`config.mk`:
```
export PLATFORM = sky130hd
export DESIGN_NAME = rr_arbiter_x4
export DESIGN_NICKNAME = d
export VERILOG_FILES = /design/src/rtl/rr_arbiter_x4.sv
export SDC_FILE = /design/constraint.sdc
export NUM_CORES = 1
export LEC_CHECK = 0
export ABC_AREA = 1
export CORE_MARGIN = 1.5
export CORE_UTILIZATION = 53
export DETAILED_ROUTE_END_ITERATION = 8
export PLACE_DENSITY = 0.83
export SYNTH_ARGS = -nofsm -noshare
export SYNTH_HDL_FRONTEND = slang
export SYNTH_SLANG_ARGS = --single-unit
```
`constraint.sdc`:
```
create_clock -name clk -period 2.46 [get_ports clk]
set_input_delay 0.492 -clock clk [delete_from_list [all_inputs] [get_ports clk]]
set_output_delay 0.492 -clock clk [all_outputs]
set_load 0.005 [all_outputs]
```
`src/rtl/rr_arbiter_x4.sv`:
```
// Four-requester arbiter with fixed-priority and round-robin modes, a hold
// timeout, and a mandatory one-cycle turnaround between consecutive grants.
module rr_arbiter_x4 #(
    parameter int unsigned MAX_HOLD = 8
) (
    input  logic       clk,
    input  logic       reset,
    input  logic       enable,
    input  logic       mode,
    input  logic [3:0] req,
    input  logic       done,
    output logic [3:0] gnt,
    output logic [1:0] gnt_idx,
    output logic       busy,
    output logic       timeout
);

    typedef enum logic [1:0] {
        S_IDLE    = 2'd0,
        S_GRANT   = 2'd1,
        S_RELEASE = 2'd2
    } state_t;

    localparam logic [7:0] MAX_HOLD_C = 8'(MAX_HOLD);

    state_t     state_q, state_d;
    logic [3:0] gnt_q, gnt_d;
    logic [1:0] idx_q, idx_d;
    logic [1:0] ptr_q, ptr_d;
    logic [7:0] hold_q, hold_d;
    logic       timeout_q, timeout_d;
    logic       busy_q, busy_d;

    logic [3:0] rot_req;
    logic [1:0] fix_idx, rr_off, rr_idx, win_idx;
    logic       arb_go, hold_exp, req_live, grant_end;

    // rot_req[gi] is the request of the requester gi+1 places after ptr.
    for (genvar gi = 0; gi < 4; gi++) begin : g_rot
        assign rot_req[gi] = req[2'(ptr_q + 2'(gi + 1))];
    end

    always_comb begin
        fix_idx = 2'd0;
        for (int i = 0; i < 4; i++) begin
            if (req[i]) fix_idx = 2'(i);
        end
    end

    always_comb begin
        rr_off = 2'd0;
        for (int i = 3; i >= 0; i--) begin
            if (rot_req[i]) rr_off = 2'(i);
        end
    end

    assign rr_idx    = ptr_q + 2'd1 + rr_off;
    assign win_idx   = mode ? rr_idx : fix_idx;
    assign arb_go    = enable && (|req);
    assign hold_exp  = (hold_q == MAX_HOLD_C);
    assign req_live  = req[idx_q];
    assign grant_end = done || !req_live || hold_exp;

    always_ff @(posedge clk) begin
        if (reset) begin
            state_q   <= S_IDLE;
            gnt_q     <= 4'b0000;
            idx_q     <= 2'd0;
            ptr_q     <= 2'd3;
            hold_q    <= 8'd0;
            timeout_q <= 1'b0;
            busy_q    <= 1'b0;
        end else begin
            state_q   <= state_d;
            gnt_q     <= gnt_d;
            idx_q     <= idx_d;
            ptr_q     <= ptr_d;
            hold_q    <= hold_d;
            timeout_q <= timeout_d;
            busy_q    <= busy_d;
        end
    end

    always_comb begin
        state_d = state_q;
        unique case (state_q)
            S_IDLE, S_RELEASE: state_d = arb_go ? S_GRANT : S_IDLE;
            S_GRANT:           state_d = grant_end ? S_RELEASE : S_GRANT;
            default:           state_d = S_IDLE;
        endcase
    end

    always_comb begin
        gnt_d     = gnt_q;
        idx_d     = idx_q;
        ptr_d     = ptr_q;
        hold_d    = hold_q;
        timeout_d = 1'b0;
        unique case (state_q)
            S_GRANT: begin
                if (grant_end) begin
                    gnt_d     = 4'b0000;
                    hold_d    = 8'd0;
                    // done takes precedence over the hold limit
                    timeout_d = hold_exp && !done && req_live;
                end else begin
                    hold_d = hold_q + 8'd1;
                end
            end
            default: begin
                gnt_d  = 4'b0000;
                hold_d = 8'd0;
                if (arb_go) begin
                    gnt_d  = 4'b0001 << win_idx;
                    idx_d  = win_idx;
                    ptr_d  = win_idx;
                    hold_d = 8'd1;
                end
            end
        endcase
        busy_d = |gnt_d;
    end

    assign gnt     = gnt_q;
    assign gnt_idx = idx_q;
    assign busy    = busy_q;
    assign timeout = timeout_q;

endmodule
```
==> impl_metrics.py <==
metrics = {
    "final_layout": {
        "drive_gt1_share_pct": 20.8,
        "antenna_cells": 0,
        "area_growth_pct": 30.6,
        "regArea_sq_um": 402,
        "nFillCells": 146,
        "finalNetCount": 220,
        "multi_input_area_sq_um": 669,
        "design_area_sq_mm": 0.00153,
        "stdcell_count": 234,
    },
    "synth": {
        "synthCells": 178,
        "synth_nets": 190,
        "synth_top_family_by_area": "simple AND/OR/NAND/NOR gates",
        "yosys-top-cells-area": "dfxtp_1 (34%), nand2_1 (19%), inv_1 (7.7%)",
        "synth-xor-area-share_pct": 1.50,
        "synthSimpleGateAreaFrac_pct": 41.4,
        "yosysTopAreaCellShare_pct": 34.3,
        "synthAdderAreaFrac_pct": 3.21,
        "syn_avg_cell_area_sq_um": 6.57,
        "yosys_warnings": 0,
        "ys_seq_elements": 20,
        "seq_area_frac_synth_pct": 34.3,
        "synth_largest_area_cell": "dfxtp_1",
        "synth_compound_area_share_pct": 8.35,
        "synth_mux_area_share_pct": 0,
        "synth_cell_types": 27,
        "netlist_area_sq_mm": 0.00117,
    },
    "floorplanning": {
        "core_sq_mm": 0.00202,
        "core.rowCount": 16,
        "die_w_um": 50.0,
        "die_h_um": 50.0,
        "die-area_sq_mm": 0.00250,
        "initial_utilization_pct": 57.8,
        "io_pins": 17,
    },
    "setup_path": {
        "cp.arrival_ns": 2.49,
        "rrSetupSlack_ns": 0.18,
        "cpLargestDelayFamily": "simple AND/OR/NAND/NOR gates",
        "r2r.worst_path.cells": 16,
        "cp-start-kind": "flop",
        "reg2reg_to": "busy",
        "critical-path-slowest-cell": "dfxtp_2",
        "rr_startpoint": "ptr_q[0]",
        "path_class": "flop to flop",
        "path_buf_inv": 2,
        "cp-end-kind": "flop",
        "required_ns": 2.67,
        "path_max_fanout": 10,
        "cp_cell_sequence": "inv_8 > nand2_4 > nand2_2 > nand2_1 > nand2_1 > a31oi_1 > nor2_1 > ha_1 > nor2_1 > a31oi_1 > buf_4 > nor2_2 > nand4_1 > nand2_2 > nor2_2 > nand2_1",
        "cp_common_cell": "nand2_1",
        "critical-path-max-stage-delay_ns": 0.48,
    },
    "timing": {
        "max_freq_ghz": 0.438,
        "finalCriticalPeriod_ns": 2.28,
        "fin_skew_ns": 0.000596,
        "period_share_pct": 92.9,
        "rsz0062_at_grt": "false",
        "slew_headroom_pct": 70.9,
        "finalSetupViolations": 0,
        "finalHoldViolCount": 0,
        "hold-worst-slack_ns": 0.498,
        "worst_slew_pin_slew_ns": 0.432,
        "drv_slew": 0,
    },
    "placed_design": {
        "port_buffers": 16,
        "placed_cell_area_sq_mm": 0.00143,
        "hpwlAfterDp_um": 2040,
        "dp.cells": 230,
        "place_congestion": 0.904,
    },
    "clocking": {
        "root_buffer": "clkbuf_4",
        "cts_sinks": 20,
        "path_clk_slew_ns": 0.11,
        "clk_latency_ns": 0.30,
        "cts_buffers": 3,
        "cts_tree": "built",
        "clockBufferDepth": 2,
        "cts_max_level": 1,
    },
    "power": {
        "p_leak_nw": 0.760,
        "finalPower_mw": 0.895,
        "ir_drop_mv": 0.456,
        "power_density_mw_per_mm2": 586,
    },
    "min_path": {
        "min_from": "hold_q[0]",
        "hold_depth": 1,
        "hold_path_end": "hold_q[0]",
        "min_path_type": "flop to flop",
    },
    "global_route": {
        "grt_first_pass_wirelength_um": 4370,
        "antenna_found_initial": 0,
        "grt-ovfl-total": 0,
        "track_usage_pct": 23.0,
        "grt_max_degree": 13,
        "grt_pass1_vias": 1063,
    },
    "route": {
        "ant_nets": 0,
        "wl_per_cell_um": 12.0,
        "drt_iter0_markers": 32,
        "firstDrtPassIters": 4,
        "viasPerCell": 5.27,
        "vias": 1233,
        "drc": 0,
        "routed_wl_um": 2810,
    },
    "job": {
        "drv_cap": 0,
    },
    "status": {
        "status": "finished clean",
    },
}
==> Yosys cell counts <==
master and n:
nor2_2 2, nand3_2 2, o21bai_1 1, o22ai_1 1, inv_1 24, o211ai_1 2, nor3_1 3, nand2_1 58
nand3_1 8, nor3b_2 2, dfxtp_1 20, inv_8 1, nor4_1 2, inv_2 4, xor2_1 2, a31oi_1 3
nand2_2 5, o21ai_1 1, buf_6 1, nor2_1 17, nand2_4 1, clkbuf_1 1, nand4_1 4, a21oi_1 6
ha_1 3, o21ai_0 3, nor3_2 1
==> timing repair <==
action                     in CTS  in global routing
hold buffers                    0                  0
setup endpoints to repair       0                  5
buffers inserted                0                  0
resized for setup               0                 16
==> registers in the layout, summed over array words and instances, names as in the netlist <==
register / cells
busy: 1
gnt: 4
gnt_idx: 2
hold_q: 8
ptr_q: 2
state_q: 2
timeout: 1
==> worst max-delay path by stage <==
stage,startpoint,end,slack (ns),depth (start not counted)
final,ptr_q[0],busy,0.18,16
after global placement,req[2],busy,-0.11,17
after CTS,req[0],busy,0.07,17
after floorplan,req[3],busy,0.42,15
after detailed placement,req[3],busy,-0.22,17
after global routing,ptr_q[0],busy,0.02,16
==> cell usage in the layout, fill, tap and decap left out, types with 4 or more instances in the layout <==
| cell type | count |
|---|---|
| buf_4 | 11 |
| nand4_1 | 4 |
| inv_1 | 21 |
| nand2_2 | 7 |
| nand3_1 | 6 |
| nand2_1 | 56 |
| inv_2 | 7 |
| nor2_1 | 15 |
| dlymetal6s2s_1 | 4 |
| a21oi_1 | 6 |
| clkdlybuf4s50_1 | 12 |
| dfxtp_1 | 19 |
==> report_power, final <==
part | total, mW | switching (mW) | internal [mW]
Combinational | 0.266 | 0.151 | 0.115
Sequential | 0.362 | 0.0187 | 0.343
Clock | 0.267 | 0.102 | 0.165
==> area by class of cell <==
type                    count  area share, %
multi-input cells         127           43.9
clock inverters             1           1.97
inverters                  29           7.62
flip-flops and latches     20           26.3
repair buffers             27           16.6
clock buffers               3           1.48
well taps                  27           2.21
==> cell families after synthesis <==
| group | count (synthesis) |
|---|---|
| compound gates | 17 |
| xor+xnor | 2 |
| fa+ha+maj | 3 |
| buf+inv | 31 |
| flops | 20 |
| simple gates | 105 |
==> metal layers <==
metal	wire [um]	vias up	share of wire, %	GRT usage [%]
li1	-	626	-	-
met1	1300	571	46	29.1
met2	1360	32	48	37.8
met3	106	4	3.8	4.55
met4	44	0	1.6	9.72
met5	0	-	0	0
==> metrics by stage <==
stage	setup slack (ns)	utilization, %	setup TNS (ns)
CTS	0.0698	73.3	0
finish	0.175	75.5	0
detailed placement	-0.224	70.7	-0.695
global placement	-0.115	70.7	-0.226
floorplan	0.422	-	0
global route	0.0152	75.5	0
(Power assumes the default switching activity.)
